$ cat config.mk
export PLATFORM = sky130hd
export DESIGN_NAME = insertion_sort_engine
export DESIGN_NICKNAME = d
export VERILOG_FILES = /design/src/rtl/insertion_sort_engine_pkg.sv /design/src/rtl/insertion_sort_engine_sort_compare.sv /design/src/rtl/insertion_sort_engine.sv
export SDC_FILE = /design/constraint.sdc
export NUM_CORES = 1
export LEC_CHECK = 0
export ABC_AREA = 1
export ABC_CLOCK_PERIOD_IN_PS = 6200
export BUFFER_PORTS_ARGS = -buffer_cell sky130_fd_sc_hd__buf_2
export CAP_MARGIN = 20
export CORE_MARGIN = 5
export CORE_UTILIZATION = 30
export CTS_BUF_LIST = sky130_fd_sc_hd__clkbuf_16
export CTS_CLUSTER_SIZE = 30
export DETAILED_ROUTE_END_ITERATION = 8
export HOLD_SLACK_MARGIN = 0.05
export SETUP_SLACK_MARGIN = 0.4
export SYNTH_ARGS = -nofsm -noshare
export SYNTH_HDL_FRONTEND = slang
export SYNTH_SLANG_ARGS = --single-unit
$ cat constraint.sdc
create_clock -name clk -period 6.2 [get_ports clk]
set_input_delay 0.62 -clock clk [delete_from_list [all_inputs] [get_ports clk]]
set_output_delay 0.62 -clock clk [all_outputs]
set_load 0.02 [all_outputs]
$ cat src/rtl/insertion_sort_engine_pkg.sv
// Shared types and constants for the insertion sort engine.
package insertion_sort_engine_pkg;

  typedef enum logic [2:0] {
    IDLE,
    RD_KEY,
    RD_CMP,
    WR_SHIFT,
    WR_KEY,
    FINISH
  } state_t;

  // Sub-phase of the memory transaction owned by the current state.
  // PH_DEC is the extra cycle in RD_CMP where the registered key/cmp pair is compared.
  typedef enum logic [1:0] {
    PH_REQ,
    PH_RESP,
    PH_DEC
  } phase_t;

  localparam int unsigned RESP_OKAY = 0;

endpackage

$ cat src/rtl/insertion_sort_engine_sort_compare.sv
// Shift decision for insertion sort: strict compare so equal elements never move.
module sort_compare #(
  parameter int DATA_WDTH  = 32,
  parameter int SIGNED_CMP = 0
) (
  input  logic [DATA_WDTH-1:0] a,
  input  logic [DATA_WDTH-1:0] b,
  input  logic                 descending,
  output logic                 do_shift
);

  logic a_gt_b;
  logic a_lt_b;

  // a is the element already in place (cmp), b is the element being inserted (key).
  always_comb begin
    if (SIGNED_CMP != 0) begin
      a_gt_b = $signed(a) > $signed(b);
      a_lt_b = $signed(a) < $signed(b);
    end else begin
      a_gt_b = a > b;
      a_lt_b = a < b;
    end
    do_shift = descending ? a_lt_b : a_gt_b;
  end

endmodule

$ cat src/rtl/insertion_sort_engine.sv
// In-place insertion sort over a simple AXI-like read/write memory port.
module insertion_sort_engine
  import insertion_sort_engine_pkg::*;
#(
  parameter int ADDR_WDTH  = 4,
  parameter int DATA_WDTH  = 32,
  parameter int RESP_WDTH  = 2,
  parameter int SIGNED_CMP = 0
) (
  input  logic                   clk,
  input  logic                   rst,
  input  logic                   start,
  input  logic                   descending,
  input  logic [ADDR_WDTH:0]     arr_size,
  output logic                   busy,
  output logic                   done,
  output logic                   err,
  output logic [2*ADDR_WDTH:0]   shift_count,
  output logic                   ar_valid,
  input  logic                   ar_ready,
  output logic [ADDR_WDTH-1:0]   ar_address,
  input  logic                   r_valid,
  output logic                   r_ready,
  input  logic [DATA_WDTH-1:0]   r_data,
  output logic                   aw_valid,
  input  logic                   aw_ready,
  output logic [ADDR_WDTH-1:0]   aw_address,
  output logic                   w_valid,
  input  logic                   w_ready,
  output logic [DATA_WDTH-1:0]   w_data,
  input  logic                   b_valid,
  output logic                   b_ready,
  input  logic [RESP_WDTH-1:0]   b_resp
);

  localparam logic [ADDR_WDTH:0]   CNT_ONE   = (ADDR_WDTH+1)'(1);
  localparam logic [ADDR_WDTH-1:0] ADDR_ONE  = ADDR_WDTH'(1);
  localparam logic [2*ADDR_WDTH:0] SHIFT_ONE = (2*ADDR_WDTH+1)'(1);
  localparam logic [RESP_WDTH-1:0] OKAY      = RESP_WDTH'(RESP_OKAY);

  state_t               state;
  phase_t               phase;
  logic [ADDR_WDTH:0]   i;
  logic [ADDR_WDTH:0]   j;
  logic [ADDR_WDTH:0]   size;
  logic [DATA_WDTH-1:0] key;
  logic [DATA_WDTH-1:0] cmp;
  logic                 desc_q;
  logic                 do_shift;

  logic [ADDR_WDTH:0]   i_next;
  logic [ADDR_WDTH:0]   i_prev;
  logic [ADDR_WDTH:0]   j_prev;
  logic [ADDR_WDTH-1:0] j_succ_addr;
  logic                 wr_accepted;

  sort_compare #(
    .DATA_WDTH  (DATA_WDTH),
    .SIGNED_CMP (SIGNED_CMP)
  ) u_sort_compare (
    .a          (cmp),
    .b          (key),
    .descending (desc_q),
    .do_shift   (do_shift)
  );

  // Index arithmetic; j = -1 is all-ones, so j+1 wraps cleanly to address 0.
  always_comb begin
    i_next      = i + CNT_ONE;
    i_prev      = i - CNT_ONE;
    j_prev      = j - CNT_ONE;
    j_succ_addr = j[ADDR_WDTH-1:0] + ADDR_ONE;
    wr_accepted = (!aw_valid || aw_ready) && (!w_valid || w_ready);
  end

  // Sort FSM; each transition into a memory state launches that state's request
  // in the same edge so zero-wait memory costs two cycles per access.
  always_ff @(posedge clk or posedge rst) begin
    if (rst) begin
      state       <= IDLE;
      phase       <= PH_REQ;
      i           <= '0;
      j           <= '0;
      size        <= '0;
      key         <= '0;
      cmp         <= '0;
      desc_q      <= 1'b0;
      busy        <= 1'b0;
      done        <= 1'b0;
      err         <= 1'b0;
      shift_count <= '0;
      ar_valid    <= 1'b0;
      ar_address  <= '0;
      r_ready     <= 1'b0;
      aw_valid    <= 1'b0;
      aw_address  <= '0;
      w_valid     <= 1'b0;
      w_data      <= '0;
      b_ready     <= 1'b0;
    end else begin
      done <= 1'b0;
      case (state)
        IDLE: begin
          if (start) begin
            desc_q <= descending;
            size   <= arr_size;
            err    <= 1'b0;
            busy   <= 1'b1;
            if (arr_size <= CNT_ONE) begin
              state <= FINISH;
              done  <= 1'b1;
            end else begin
              i           <= CNT_ONE;
              shift_count <= '0;
              ar_valid    <= 1'b1;
              ar_address  <= ADDR_ONE;
              phase       <= PH_REQ;
              state       <= RD_KEY;
            end
          end
        end

        RD_KEY, RD_CMP: begin
          if (phase == PH_REQ) begin
            if (ar_ready) begin
              ar_valid <= 1'b0;
              r_ready  <= 1'b1;
              phase    <= PH_RESP;
            end
          end else if (phase == PH_RESP) begin
            if (r_valid) begin
              r_ready <= 1'b0;
              if (state == RD_KEY) begin
                key        <= r_data;
                j          <= i_prev;
                ar_valid   <= 1'b1;
                ar_address <= i_prev[ADDR_WDTH-1:0];
                phase      <= PH_REQ;
                state      <= RD_CMP;
              end else begin
                cmp   <= r_data;
                phase <= PH_DEC;
              end
            end
          end else begin
            if (do_shift) begin
              aw_valid   <= 1'b1;
              w_valid    <= 1'b1;
              aw_address <= j_succ_addr;
              w_data     <= cmp;
              phase      <= PH_REQ;
              state      <= WR_SHIFT;
            end else if (j != i_prev) begin
              aw_valid   <= 1'b1;
              w_valid    <= 1'b1;
              aw_address <= j_succ_addr;
              w_data     <= key;
              phase      <= PH_REQ;
              state      <= WR_KEY;
            end else begin
              // Key already in place: advance i without writing.
              i <= i_next;
              if (i_next == size) begin
                state <= FINISH;
                done  <= 1'b1;
              end else begin
                ar_valid   <= 1'b1;
                ar_address <= i_next[ADDR_WDTH-1:0];
                phase      <= PH_REQ;
                state      <= RD_KEY;
              end
            end
          end
        end

        WR_SHIFT, WR_KEY: begin
          if (phase == PH_REQ) begin
            if (aw_ready) aw_valid <= 1'b0;
            if (w_ready)  w_valid  <= 1'b0;
            if (wr_accepted) begin
              b_ready <= 1'b1;
              phase   <= PH_RESP;
            end
          end else if (b_valid) begin
            b_ready <= 1'b0;
            if (b_resp != OKAY) begin
              err   <= 1'b1;
              state <= FINISH;
              done  <= 1'b1;
            end else if (state == WR_SHIFT) begin
              shift_count <= shift_count + SHIFT_ONE;
              if (j == '0) begin
                j          <= '1;
                aw_valid   <= 1'b1;
                w_valid    <= 1'b1;
                aw_address <= '0;
                w_data     <= key;
                phase      <= PH_REQ;
                state      <= WR_KEY;
              end else begin
                j          <= j_prev;
                ar_valid   <= 1'b1;
                ar_address <= j_prev[ADDR_WDTH-1:0];
                phase      <= PH_REQ;
                state      <= RD_CMP;
              end
            end else begin
              i <= i_next;
              if (i_next == size) begin
                state <= FINISH;
                done  <= 1'b1;
              end else begin
                ar_valid   <= 1'b1;
                ar_address <= i_next[ADDR_WDTH-1:0];
                phase      <= PH_REQ;
                state      <= RD_KEY;
              end
            end
          end
        end

        FINISH: begin
          busy  <= 1'b0;
          state <= IDLE;
        end

        default: state <= IDLE;
      endcase
    end
  end

endmodule

# Word-level counts from Yosys, hierarchy flattened
# Cells that the tools add are included.
[totals]
reg_bits = 142
out_inout_bits = 57
word_cells = 260
[op_classes]
addsub = 5
order_cmp = 3
eq_ne = 44
muxes = 151
bitwise = 2
reduce_logical = 35
[op_table]
columns = ["operator", "count"]
rows = [
  ["32-bit two-way mux", 9],
  ["5-bit two-way mux", 19],
  ["4-bit two-way mux", 23],
  ["32-bit case mux with 2 select lines", 1],
  ["9-bit two-way mux", 6],
  ["1-bit two-way mux", 51],
  ["3-bit two-way mux", 14],
  ["3-bit != test, second input constant", 14],
  ["2-bit != test, second input constant", 18],
  ["9-bit AND reduction", 4],
  ["32-bit > comparator", 1],
  ["32-bit < comparator", 1],
  ["2-bit two-way mux", 15],
  ["12-bit AND reduction", 2],
  ["9-bit case mux with 2 select lines", 1],
  ["4-bit != test, second input constant", 4],
  ["5-bit case mux with 3 select lines", 1],
  ["5-bit AND reduction", 3],
  ["2-bit nonzero test", 7],
  ["4-bit case mux with 3 select lines", 1],
  ["11-bit AND reduction", 1],
  ["5-bit case mux with 2 select lines", 1],
  ["5-bit by 1-bit subtractor with 5-bit output, second input constant", 2],
  ["9-bit by 1-bit adder with 9-bit output, second input constant", 1],
  ["other kinds (29)", 40],
]

# Longest topological paths before layout
# Gate-level depths: netlist of the first run.
[depth]
word_depth = 8
ltp_mapped = 21
depth_no_buf = 21

# Hierarchy
# From an unflattened synthesis of the first run, not the netlist that was laid out.
[hier_totals]
hier_cells = 1003
hier_area_um2 = 8120.3
[by_module_without_submodules]
columns = ["module", "instances", "cells_each", "area_each_um2", "seq_area_each_um2"]
rows = [
  ["insertion_sort_engine", 1, 856, 7225.7, 3553.4],
  ["sort_compare", 1, 147, 894.6, 0.0],
]

# Worst setup path after synthesis of the first run
# Ideal clock, no wire load.
[synth_timing]
path_type = "register to register"
from = "reg key[17]"
to = "reg w_data[0]"
setup_ps = 117
arrival_time_ps = 1990
required_ps = 6083
path_slack_ps = 4093
stages_incl_launch_ff = 18
n_path_buf = 1
path_cell_list = "dfrtp_1 > inv_1 > ha_1 > nand2_1 > nand2_1 > nand2_1 > nand2_1 > nand2_1 > nand3_1 > a21oi_1 > nand3_1 > nand2_2 > nand2_2 > nand2_1 > nand2_2 > buf_4 > nand3_1 > nand2_1"
[synth_via]
elab_chain_cells = 6
elab_cells_between_ends = 9
[synth_lines]
columns = ["element", "line_no", "source"]
rows = [
  ["from (decl)", "insertion_sort_engine.sv:46", "logic [DATA_WDTH-1:0] key;"],
  ["from (signal assigned)", "insertion_sort_engine.sv:134", "key <= r_data;"],
  ["32-bit > comparator or 32-bit < comparator (tied branches)", "insertion_sort_engine_sort_compare.sv:21, insertion_sort_engine_sort_compare.sv:22", ""],
  ["1-bit two-way mux *", "insertion_sort_engine_sort_compare.sv:24", "do_shift = descending ? a_lt_b : a_gt_b;"],
  ["32-bit two-way mux", "insertion_sort_engine.sv:146", "if (do_shift) begin"],
  ["32-bit two-way mux", "insertion_sort_engine.sv:130", "end else if (phase == PH_RESP) begin"],
  ["32-bit two-way mux", "insertion_sort_engine.sv:124", "if (phase == PH_REQ) begin"],
  ["32-bit case mux with 2 select lines", "insertion_sort_engine.sv:102", "case (state)"],
  ["to (signal assigned)", "insertion_sort_engine.sv:150", "w_data <= cmp;"],
  ["to (signal assigned)", "insertion_sort_engine.sv:157", "w_data <= key;"],
  ["to (signal assigned)", "insertion_sort_engine.sv:197", "w_data <= key;"],
  ["to (decl)", "insertion_sort_engine.sv:30", "output logic [DATA_WDTH-1:0] w_data,"],
]
# Every way passes the cells marked *; elsewhere a longest branch is shown, timed or not. The select of a mux whose other input is x is not followed.
# A chain may end at the register's enable or synchronous reset.

# Worst setup path in the final report of the first run
[layout_timing]
from = "reg key[3]"
to = "reg aw_valid"
[layout_via]
elab_chain_cells = 6
elab_cells_between_ends = 9
[layout_lines]
columns = ["element", "line_no", "source"]
rows = [
  ["32-bit > comparator or 32-bit < comparator (tied branches)", "insertion_sort_engine_sort_compare.sv:21, insertion_sort_engine_sort_compare.sv:22", ""],
  ["1-bit two-way mux *", "insertion_sort_engine_sort_compare.sv:24", ""],
  ["1-bit two-way mux", "insertion_sort_engine.sv:146", ""],
  ["1-bit two-way mux", "insertion_sort_engine.sv:130", ""],
  ["1-bit two-way mux", "insertion_sort_engine.sv:124", ""],
  ["1-bit case mux with 2 select lines", "insertion_sort_engine.sv:102", ""],
  ["to (signal assigned)", "insertion_sort_engine.sv:95", "aw_valid <= 1'b0;"],
  ["to (signal assigned)", "insertion_sort_engine.sv:147", "aw_valid <= 1'b1;"],
  ["to (signal assigned)", "insertion_sort_engine.sv:154", "aw_valid <= 1'b1;"],
  ["to (decl)", "insertion_sort_engine.sv:25", "output logic aw_valid,"],
]
# Marks and branches as above.

==> summary.md, run 1 <==
| Metric | Value |
|---|---|
| Status | complete, no violations |
| Vias post-DR | around 7300 |
| Worst Hold Class | input pin to async pin |
| Synth Cell Area | around 0.008 mm^2 |
| Final Hold Fails | 0 |
| Max-slew violation count | 0 |
| Seq/Total Area, Yosys | 43.70% |
| CP Data Arrival Time | ~3.7 ns |
| Clk pwr share | around 19% |
| Internal | between 0.002 and 0.003 W |
| R2R cell count | 21 |
| Grt ovf | 0 |
| DR DRC count | 0 |
| Post-cts sizing count | 0 |
| Antenna Cells | 0 |
| IO buf count | 104 |
| Gr usage total | 14.56% |
| PD cells | just over 600 mW/mm^2 |
| DP HPWL | about 15 mm |
| Worst-Skew Late Latency | about 0.44 ns |
| Routed WL | 22.09 mm |
| Switch share | 50.98% |
| CTS tree | built |
| CTS Buf Count | 17 |
| Crit path max fanout | 34 |
| Worst Setup EP | aw_valid |
| CP startpoint kind | register |
| Design area | 0.009594 mm^2 |
| Final min period | about 3.4 ns |
| Syn avg cell area | about 7.5 um^2 |
| Starting DRT DRC Count | 583 |
| R2R setup slack | ~2.8 ns |
| Share of cells above drive strength 1 | 16.17% |
| Die Area | 0.03050 mm^2 |
| CP startpoint | key[3] |
| Leakage power | 5.123 nW |
| RSZ-0062 raised after global routing | false |
| Die X-Extent | between 150 and 200 um |
| Reg2reg start | key[3] |
| Netlist cell types | 48 |
| Vias per Instance | ~4.8 |
| Final nets | roughly 1300 |
| Placed cell area | between 0.008 and 0.009 mm^2 |
| # setup viols final | 0 |
| Slowest-stage cell, CP | nand2_2 |
| CTS HTree Levels | 4 |
| Routability cong. | 0.9287 |
| Final setup TNS | 0 ns |
| Root Buffer | clkbuf_16 |
| Starting density of the core | between 30% and 40% |
| Slew at the pin closest to its max-slew limit | approximately 0.91 ns |
| FILL cells | ~2800 |
| Max incr delay on CP | approximately 0.55 ns |
| Part of the cycle the worst path needs | between 50% and 60% |
| Clock transition at path regs | 0.08 ns |
| Crit end category | register |
| Row count | 60 |
| Die Height | ~170 um |
| Area grow syn2layout | 17.99% |
| Initial antenna violation count | 0 |
| Critical Path, Cell by Cell | inv_1, ha_1, nand2_1, inv_1, nand2_1, nand2_1, nand2_1, nand2_1, nand2_1, nand2_1, nand2_1, nand2_1, nand2_1, buf_4, nand2_2, nand2_2, nand2_1, nand2_2, nand2_1, nand2_1, nand2_1 |
| Max Fclk | 298.3 MHz |
| Top area cells in the synthesized netlist | dfrtp_1, nand2_1, o21ai_0 |
| Synth Instances | between 1000 and 1500 |
| Post-synth EDFFs | 0 |
| Largest net degree at the start of global routing | between 70 and 80 |
| Quantity of hold-fixing buffers added after cts | 0 |
| Max-slew headroom | 39.19% |
| Most used DFF post-synth | dfrtp_1 |
| # clock sinks | between 100 and 150 |
| Global-route wire length before repair | about 36 mm |
| Share of power burned in registers | a little over a quarter |
| Hold Slack | 0.3083 ns |
| Worst Setup Path Type | register to register |
| Max-cap violation count | 0 |
| Antenna-violating nets left | 0 |
| Post-synth ARST share | 100.0% |
| Top-area cell type share of the netlist area | 43.70% |
| Pre-antenna DRT Iters | 6 |
| YS warnings | 0 |
| # IOs | between 100 and 150 |
| Worst path required time | approximately 6.5 ns |
| Worst R2R End | aw_valid |
| Yosys reg bits | approximately 140 |
| Most used cell along the critical path | nand2_1 |
| Core box area | ~0.027 mm^2 |
| Combinational power share | 54.1% |
| Post-CTS Setup Inserts | 0 |
| NetSw | 0.002964 W |
| Yosys top cell by area | dfrtp_1 |
| Worst Skew | ~0.022 ns |
| Number of global-route vias before repair | 7158 |
| Peak supply drop | roughly 310 uV |
| Max Root-Sink Buffers | 2 |
| Drt wl/cell | 14.51 um |
| Syn Nets | 1165 |
flip-flops by register name (all words and copies together) (netlist names), 2 cells and up:
signal / count
state: 3
ar_address: 4
key: 32
size: 5
i: 5
cmp: 32
phase: 2
w_data: 32
aw_address: 4
j: 5
shift_count: 9
through the flow:
stage,cells,util (%),setup WS (ns),total power [W]
CTS,1520,35.65,2.840,0.005852
detailed placement,1488,33.27,2.845,0.004748
finish,1522,35.80,2.847,0.005814
floorplan,1080,-,1.770,0.003945
global route,1522,35.80,2.489,0.006373
global placement,1488,33.27,2.916,0.004696
cells in the mapped netlist, drive strengths merged, types with 2 or more instances:
library cell / count
o221ai: 3
dfrtp: 142
nor3: 9
nand3b: 5
inv: 137
o211ai: 3
ha: 37
o31ai: 2
o22ai: 3
or2: 4
o21ai: 103
nor2: 60
xor2: 10
nand4: 42
nand2: 372
nor4: 3
buf: 21
nand3: 69
a21oi: 21
xnor2: 2
clkbuf: 21
nor3b: 4
final cells by class:
type	instances	area (um^2)	area share, %
clock inverters	15	211.5	2.204
inverters	137	519.2	5.412
flip-flops and latches	142	3553	37.04
clock buffers	17	425.4	4.434
multi-input cells	759	3860	40.23
well taps	341	426.7	4.447
repair buffers	111	598.1	6.234
power by group through the flow:
stage	registers (W)	logic [W]	clock network [W]
2_1_floorplan	0.00167	0.00227	0
3_3_place_gp	0.00161	0.00309	0
3_5_place_dp	0.00161	0.00314	0
4_1_cts	0.00160	0.00316	0.00110
5_1_grt	0.00165	0.00359	0.00113
6_report	0.00160	0.00315	0.00107
routing by layer:
layer  vias up  GRT usage (%)  routed length, um
met4         0          3.437                231
met5         -              0                  0
met1      3372          19.77              10260
li1       3650              -                  -
met2       229          23.82              10130
met3        21          3.245               1464
cell families after synthesis:
| logic type | count (synthesis) | synth area share, % |
|---|---|---|
| adders and majority gates | 37 | 5.693 |
| DFF | 142 | 43.70 |
| and+or+nand+nor | 569 | 30.99 |
| AOI/OAI and AO/OA | 140 | 9.202 |
| muxes | 1 | 0.1385 |
| buffers and inverters | 179 | 8.894 |
| xor gates and xnor gates | 12 | 1.385 |
placed cells by master, fill, tap and decap left out, types with 5 or more instances in the layout:
master,n
nand2_1,361
dfrtp_1,142
inv_1,122
buf_2,104
o21ai_0,95
nand3_1,65
nor2_1,52
nand4_1,40
ha_1,37
a21oi_1,21
clkbuf_16,17
inv_2,14
nand2_2,10
xor2_1,9
clkinv_8,8
nor3_1,7
nor2_2,6
o21ai_1,6
nand3b_1,5
buf_4,5
critical path: cells and delay by family (launching register included):
family                     cells  cell delay [ns]
and+or+nand+nor               17             2.00
buffers and inverters          3             0.49
DFF                            1             0.39
adders and majority gates      1             0.32
worst min path at each step:
stage | slack [ns] | endpoint
finish | 0.31 | size[1]
global route | 0.37 | size[1]
CTS | 0.34 | done
detailed placement | 0.46 | w_data[6]
global placement | 0.46 | w_data[19]
floorplan | 0.47 | i[3]
Note: power is estimated with default switching activity, not from simulation.
==> inputs of run 2 (changes only) <==
--- a/config.mk
+++ b/config.mk
@@ -6,7 +6,7 @@
 export NUM_CORES = 1
 export LEC_CHECK = 0
 export ABC_AREA = 1
-export ABC_CLOCK_PERIOD_IN_PS = 6200
+export ABC_CLOCK_PERIOD_IN_PS = 3450
 export BUFFER_PORTS_ARGS = -buffer_cell sky130_fd_sc_hd__buf_2
 export CAP_MARGIN = 20
 export CORE_MARGIN = 5
==> constraint.sdc (replaced) <==
create_clock -name clk -period 3.45 [get_ports clk]
set_input_delay 0.345 -clock clk [delete_from_list [all_inputs] [get_ports clk]]
set_output_delay 0.345 -clock clk [all_outputs]
set_load 0.02 [all_outputs]
==> run 2 against run 1 <==
Against the previous run: largest cell class unchanged; non-clock buffer count grew 8; power grew 80%; largest power group unchanged; sequential power grew 79%.
==> summary.md, run 2 (synthesis results as in run 1) <==
| Metric | Value |
|---|---|
| # setup viols final | 0 (unchanged) |
| Fin cells | 1530 (was 1522) |
| Worst Setup EP | w_data[22] (was aw_valid) |
| Core box area | 0.02680 mm^2 (unchanged) |
| Vias post-DR | 7208 (was 7272) |
| # clock sinks | 142 (unchanged) |
| CP Data Arrival Time | 3.04 ns (was 3.65 ns) |
| Peak supply drop | 493.9 uV (was 310.3 uV) |
| Area grow syn2layout | 18.05% (was 17.99%) |
| Worst-Skew Late Latency | 0.43 ns (was 0.44 ns) |
| Crit path max fanout | 20 (was 34) |
| Part of the cycle the worst path needs | 79.03% (was 54.07%) |
| Routed WL | 22.00 mm (was 22.09 mm) |
| Routability cong. | 0.9222 (was 0.9287) |
| Max-cap violation count | 0 (unchanged) |
| Drt wl/cell | 14.38 um (was 14.51 um) |
| Root Buffer | clkbuf_16 (unchanged) |
| Slew at the pin closest to its max-slew limit | 0.8220 ns (was 0.9100 ns) |
| Worst Hold Class | input pin to async pin (unchanged) |
| Leakage power | 5.125 nW (was 5.123 nW) |
| Final nets | 1261 (was 1253) |
| Initial antenna violation count | 0 (unchanged) |
| Die X-Extent | 174.6 um (unchanged) |
| Worst R2R End | w_data[22] (was aw_valid) |
| CP startpoint | i[0] (was key[3]) |
| Gr usage total | 14.61% (was 14.56%) |
| Max-slew headroom | 45.08% (was 39.19%) |
| Post-cts sizing count | 0 (unchanged) |
| Max Fclk | 366.8 MHz (was 298.3 MHz) |
| Starting density of the core | 30.34% (unchanged) |
| Final min period | 2.726 ns (was 3.353 ns) |
| Dpl cells | 1498 (was 1488) |
| CTS HTree Levels | 4 (unchanged) |
| DR DRC count | 0 (unchanged) |
| Die Area | 0.03050 mm^2 (unchanged) |
| # IOs | 105 (unchanged) |
| R2R setup slack | 0.72 ns (was 2.85 ns) |
| Global-route wire length before repair | 36.54 mm (was 36.46 mm) |
| Post-CTS Setup Inserts | 0 (unchanged) |
| RSZ-0062 raised after global routing | false (unchanged) |
| Largest net degree at the start of global routing | 73 (was 75) |
| IO buf count | 104 (unchanged) |
| PD cells | 1091 mW/mm^2 (was 606.0 mW/mm^2) |
| Pre-antenna DRT Iters | 5 (was 6) |
| Antenna Cells | 0 (unchanged) |
| Vias per Instance | 4.711 (was 4.778) |
| Reg2reg start | i[0] (was key[3]) |
| Die Height | 174.6 um (unchanged) |
| Largest registers | cmp x32, key x32, w_data x32 (unchanged) |
| Quantity of hold-fixing buffers added after cts | 0 (unchanged) |
| Max Root-Sink Buffers | 2 (unchanged) |
| CP startpoint kind | register (unchanged) |
| CTS tree | built (unchanged) |
| Final setup TNS | 0 ns (unchanged) |
| Starting DRT DRC Count | 429 (was 583) |
| Antenna-violating nets left | 0 (unchanged) |
| Commonest non-fill, non-tap cell in the layout | nand2_1 (unchanged) |
| Final Hold Fails | 0 (unchanged) |
| Status | complete, no violations (unchanged) |
| Worst Skew | 0.01313 ns (was 0.02156 ns) |
| Row count | 60 (unchanged) |
| Worst path required time | 3.76 ns (was 6.49 ns) |
| Worst Setup Path Type | register to register (unchanged) |
| R2R cell count | 14 (was 21) |
| DP HPWL | 15.60 mm (was 15.11 mm) |
| Number of global-route vias before repair | 7101 (was 7158) |
| Clock transition at path regs | 0.07 ns (was 0.08 ns) |
| Grt ovf | 0 (unchanged) |
| Leading cell types in the layout, fill and taps excluded | nand2_1, dfrtp_1, inv_1 (unchanged) |
| Share of cells above drive strength 1 | 16.74% (was 16.17%) |
| Max-slew violation count | 0 (unchanged) |
| Crit end category | register (unchanged) |
| CTS Buf Count | 17 (unchanged) |
-- run 2: layer usage --
layer  wire (um)  global-route usage, %  vias up
met1       10330                  19.73     3340
met2       10210                  24.01      174
met3        1206                  3.137       28
met4         247                  3.666        0
met5           0                      0        -
li1            -                      -     3666
-- run 2: report_power, final --
part / leakage (nW) / switching, W / internal (W) / total [W]
Sequential: 1.82 / 0.000514 / 0.00235 / 0.00286
Clock: 0.281 / 0.000843 / 0.00103 / 0.00188
Combinational: 3.03 / 0.00387 / 0.00186 / 0.00573
Total: 5.12 / 0.00523 / 0.00524 / 0.0105
-- run 2: how the worst min path moves through the flow --
stage / startpoint / depth (start not counted) / slack, ns / endpoint
3_3_place_gp: w_data[19] / 2 / 0.46 / w_data[19]
4_1_cts: rst / 2 / 0.09 / r_ready
2_1_floorplan: i[3] / 2 / 0.47 / i[3]
3_5_place_dp: w_data[21] / 2 / 0.46 / w_data[21]
5_1_grt: rst / 2 / 0.13 / r_ready
6_report: rst / 2 / 0.06 / r_ready
-- run 2: worst max-delay path, cell delays in order (launching register included) --
cell and delay (ns):
dfrtp_1 0.50, inv_2 0.11, ha_1 0.40, inv_1 0.11, nand2_1 0.07, nand4_1 0.08
nor2_2 0.13, nand4_2 0.19, inv_2 0.13, nand2_2 0.08, nand2_1 0.07, nand2_2 0.26
buf_4 0.31, nand3_1 0.09, nand2_1 0.06
-- run 2: final cells by class --
cell class	instances	area, um^2
well taps	341	426.7
flip-flops and latches	142	3553
fillers	2834	17200
clock inverters	15	170.2
repair buffers	119	645.6
inverters	137	518.0
multi-input cells	759	3860
clock buffers	17	425.4
-- run 2: through the flow --
step                total power, W  hold slack, ns  setup WS (ns)  area, um^2  utilization, %
floorplan                 0.007091          0.4715          1.328        8135               -
global placement          0.008580          0.4639         0.7752        9004           33.59
detailed placement        0.008639          0.4629         0.7554        9004           33.59
CTS                        0.01058         0.08839         0.7213        9599           35.82
global route               0.01150          0.1259         0.4322        9599           35.82
finish                     0.01047         0.05765         0.7236        9599           35.82
==> inputs of run 3 (changes only) <==
--- a/config.mk
+++ b/config.mk
@@ -5,8 +5,8 @@
 export SDC_FILE = /design/constraint.sdc
 export NUM_CORES = 1
 export LEC_CHECK = 0
-export ABC_AREA = 1
-export ABC_CLOCK_PERIOD_IN_PS = 3450
+export ABC_AREA = 0
+export ABC_CLOCK_PERIOD_IN_PS = 2300
 export BUFFER_PORTS_ARGS = -buffer_cell sky130_fd_sc_hd__buf_2
 export CAP_MARGIN = 20
 export CORE_MARGIN = 5
==> constraint.sdc (replaced) <==
create_clock -name clk -period 2.3 [get_ports clk]
set_input_delay 0.23 -clock clk [delete_from_list [all_inputs] [get_ports clk]]
set_output_delay 0.23 -clock clk [all_outputs]
set_load 0.02 [all_outputs]
==> run 3 against run 2 <==
Against the previous run: the flow now finishes with violations (setup timing); final area up 20%; combinational power grew 110%; register-to-register slack got worse by 1.5 ns; wire length is 4.0% higher; synthesized cell count shrank 35%; non-clock buffer count is 183 higher; critical path depth shrank 5; critical path type unchanged.
==> summary.md, run 3 <==
| Metric | Value |
|---|---|
| Status | finished, violations left (was complete, no violations) |
| Failing checks | setup timing |
| Leading cell types in the layout, fill and taps excluded | dfrtp_1, buf_4, buf_2 (was nand2_1, dfrtp_1, inv_1) |
| Number of global-route vias before repair | 6750 (was 7101) |
| Die Height | 171.9 um (was 174.6 um) |
| Final min period | 3.034 ns (was 2.726 ns) |
| Synth Instances | 706 (was 1080) |
| Gr usage total | 14.99% (was 14.61%) |
| Worst Path Buf+Inv | 0 (was 4) |
| Drt wl/cell | 17.06 um (was 14.38 um) |
| Worst Skew | 0.009150 ns (was 0.01313 ns) |
| Starting DRT DRC Count | 413 (was 429) |
| DP HPWL | 15.62 mm (was 15.60 mm) |
| Dpl cells | 1245 (was 1498) |
| Global-route wire length before repair | 34.79 mm (was 36.54 mm) |
| Hold Slack | 0.07039 ns (was 0.05765 ns) |
| CP startpoint kind | register (unchanged) |
| Top area cells in the synthesized netlist | dfrtp_1, mux2_2, ha_1 (was dfrtp_1, nand2_1, o21ai_0) |
| RSZ-0062 raised after global routing | true (was false) |
| Post-synth EDFFs | 0 (unchanged) |
| Yosys top cell by area | dfrtp_1 (unchanged) |
| Critical Path, Cell by Cell | ha_4, nand4_1, or2_1, or3_4, a31oi_4, nor3b_4, o41a_1, nor3_4, mux2_4 (was inv_2, ha_1, inv_1, nand2_1, nand4_1, nor2_2, nand4_2, inv_2, nand2_2, nand2_1, nand2_2, buf_4, nand3_1, nand2_1) |
| Most used DFF post-synth | dfrtp_1 (unchanged) |
| CP Data Arrival Time | 3.34 ns (was 3.04 ns) |
| Synth Cell Area | 0.007859 mm^2 (was 0.008132 mm^2) |
| CTS HTree Levels | 4 (unchanged) |
| Area grow syn2layout | 46.92% (was 18.05%) |
| Most common cell in the netlist | dfrtp_1 (was nand2_1) |
| # setup viols final | 54 (was 0) |
| Pre-antenna DRT Iters | 6 (was 5) |
| Top-area cell type share of the netlist area | 45.22% (was 43.70%) |
| Fin worst setup slack | -0.7340 ns (was 0.7236 ns) |
| DR DRC count | 0 (unchanged) |
| Util after Layout | 44.56% (was 35.82%) |
| Syn Nets | 791 (was 1165) |
| Commonest cells post-synth | dfrtp_1, mux2_2, inv_1 (was nand2_1, dfrtp_1, inv_1) |
| Syn avg cell area | 11.13 um^2 (was 7.529 um^2) |
| Peak supply drop | 717.8 uV (was 493.9 uV) |
| GR peak layer | met2 (unchanged) |
| GR Util met3 | 3.955% (was 3.137%) |
| Yosys reg bits | 142 (unchanged) |
| Vias post-DR | 6542 (was 7208) |
| Netlist cell types | 71 (was 48) |
| Largest net degree at the start of global routing | 73 (unchanged) |
| Worst Hold Class | input pin to register (was input pin to async pin) |
| # clock sinks | 142 (unchanged) |
| Die X-Extent | 171.9 um (was 174.6 um) |
| GR Layer Usage met1 | 18.26% (was 19.73%) |
| Max-slew headroom | 70.48% (was 45.08%) |
| Worst Setup Path Type | register to register (unchanged) |
| Root Buffer | clkbuf_16 (unchanged) |
| # IOs | 105 (unchanged) |
| Worst path required time | 2.61 ns (was 3.76 ns) |
| Grt ovf | 0 (unchanged) |
| Crit end category | register (unchanged) |
| M2 GR Usage | 26.03% (was 24.01%) |
| Antenna-violating nets left | 0 (unchanged) |
| Worst-Skew Late Latency | 0.43 ns (about the same) |
| YS warnings | 0 (unchanged) |
| Slowest-stage cell, CP | o41a_1 (was dfrtp_1) |
| Design area | 0.01155 mm^2 (was 0.009599 mm^2) |
| Initial antenna violation count | 2 (was 0) |
| Crit-path leading delay family | simple AND/OR/NAND/NOR gates (unchanged) |
| Share of cells above drive strength 1 | 50.45% (was 16.74%) |
| Routed WL | 22.88 mm (was 22.00 mm) |
| Final Hold Fails | 0 (unchanged) |
| Leakage power | 5.561 nW (was 5.125 nW) |
| IO buf count | 104 (unchanged) |
| PD cells | 1629 mW/mm^2 (was 1091 mW/mm^2) |
| Commonest non-fill, non-tap cell in the layout | dfrtp_1 (was nand2_1) |
| Max-cap violation count | 0 (unchanged) |
| Fin cells | 1341 (was 1530) |
| Row count | 59 (was 60) |
| Max-slew violation count | 0 (unchanged) |
| CTS tree | built (unchanged) |
| Die Area | 0.02953 mm^2 (was 0.03050 mm^2) |
| Core box area | 0.02591 mm^2 (was 0.02680 mm^2) |
| Max incr delay on CP | 0.55 ns (was 0.50 ns) |
| Final nets | 1077 (was 1261) |
| Final setup TNS | -31.79 ns (was 0 ns) |
| Crit path max fanout | 4 (was 20) |
| Routability cong. | 0.8712 (was 0.9222) |
| CTS Buf Count | 17 (unchanged) |
| Post-synth ARST share | 100.0% (unchanged) |
| Vias per Instance | 4.878 (was 4.711) |
| Seq/Total Area, Yosys | 45.22% (was 43.70%) |
| Largest registers | cmp x32, key x32, w_data x32 (unchanged) |
| Slew at the pin closest to its max-slew limit | 0.4396 ns (was 0.8220 ns) |
| Placed cell area | 0.009872 mm^2 (was 0.009004 mm^2) |
| Clock transition at path regs | 0.07 ns (about the same) |
| R2R setup slack | -0.73 ns (was 0.72 ns) |
| Max Root-Sink Buffers | 2 (unchanged) |
| Part of the cycle the worst path needs | 131.9% (was 79.03%) |
| Starting density of the core | 30.33% (was 30.34%) |
| Max Fclk | 329.6 MHz (was 366.8 MHz) |
-- run 3: cell count changes after synthesis, sizes merged, moves of 18 or more --
cell   previous run  this run
inv             137        47
nand2           372        30
nand4            42        12
nor2             60        42
nand3            69        13
o21ai           103        33
mux2              1       141
-- run 3: area by class of cell --
class	instances	area, um^2
fill	2394	14370
multi-input combinational	482	4451
sequential	142	3557
timing repair buffer	302	2352
clock buffer	17	425.4
tap	335	419.2
inverter	47	185.2
clock inverter	15	153.9
antenna	1	2.502
-- run 3: per-layer routing --
metal	part of all wire (%)	wire, um
met1	43	9935
met2	50	11430
met3	5.3	1206
met4	1.3	293
met5	0.057	13
-- run 3: worst paths after layout --
path                       startpoint  endpoint  cells after the start
min                        r_data[20]   cmp[20]                      2
max                           cmp[25]      i[3]                      9
max reg2reg                   cmp[25]      i[3]                      9
min reg2reg                  ar_valid  ar_valid                      2
max in group asynchronous         rst  state[1]                      4
min in group asynchronous         rst   key[17]                      3
-- run 3: report_power, final --
part	leakage, nW	switching [W]	internal [W]
Combinational	3.45	0.00545	0.00634
Sequential	1.83	0.000732	0.00351
Clock	0.285	0.00124	0.00153
Total	5.56	0.00743	0.0114
-- run 3: cell families after synthesis --
kind of cell	synth area share, %
buffers and inverters	4.251
AOI/OAI and AO/OA	11.51
DFF	45.22
adders and majority gates	5.891
muxes	21.40
and+or+nand+nor	9.282
xor gates and xnor gates	2.452
-- run 3: metrics by stage --
stage	power, W	worst slack, ns
2_1_floorplan	0.01040	-0.4430
3_3_place_gp	0.01386	-0.7037
3_5_place_dp	0.01400	-0.7047
4_1_cts	0.01760	-0.6693
5_1_grt	0.02007	-0.8134
6_report	0.01881	-0.7340
-- run 3: timing repair --
action	CTS	global route
cloned	0	4
pin swaps	16	32
hold buffers	30	0
resized for setup	43	61
setup buffers	6	23
setup endpoints to repair	96	97
endpoints found under the hold margin	188	0
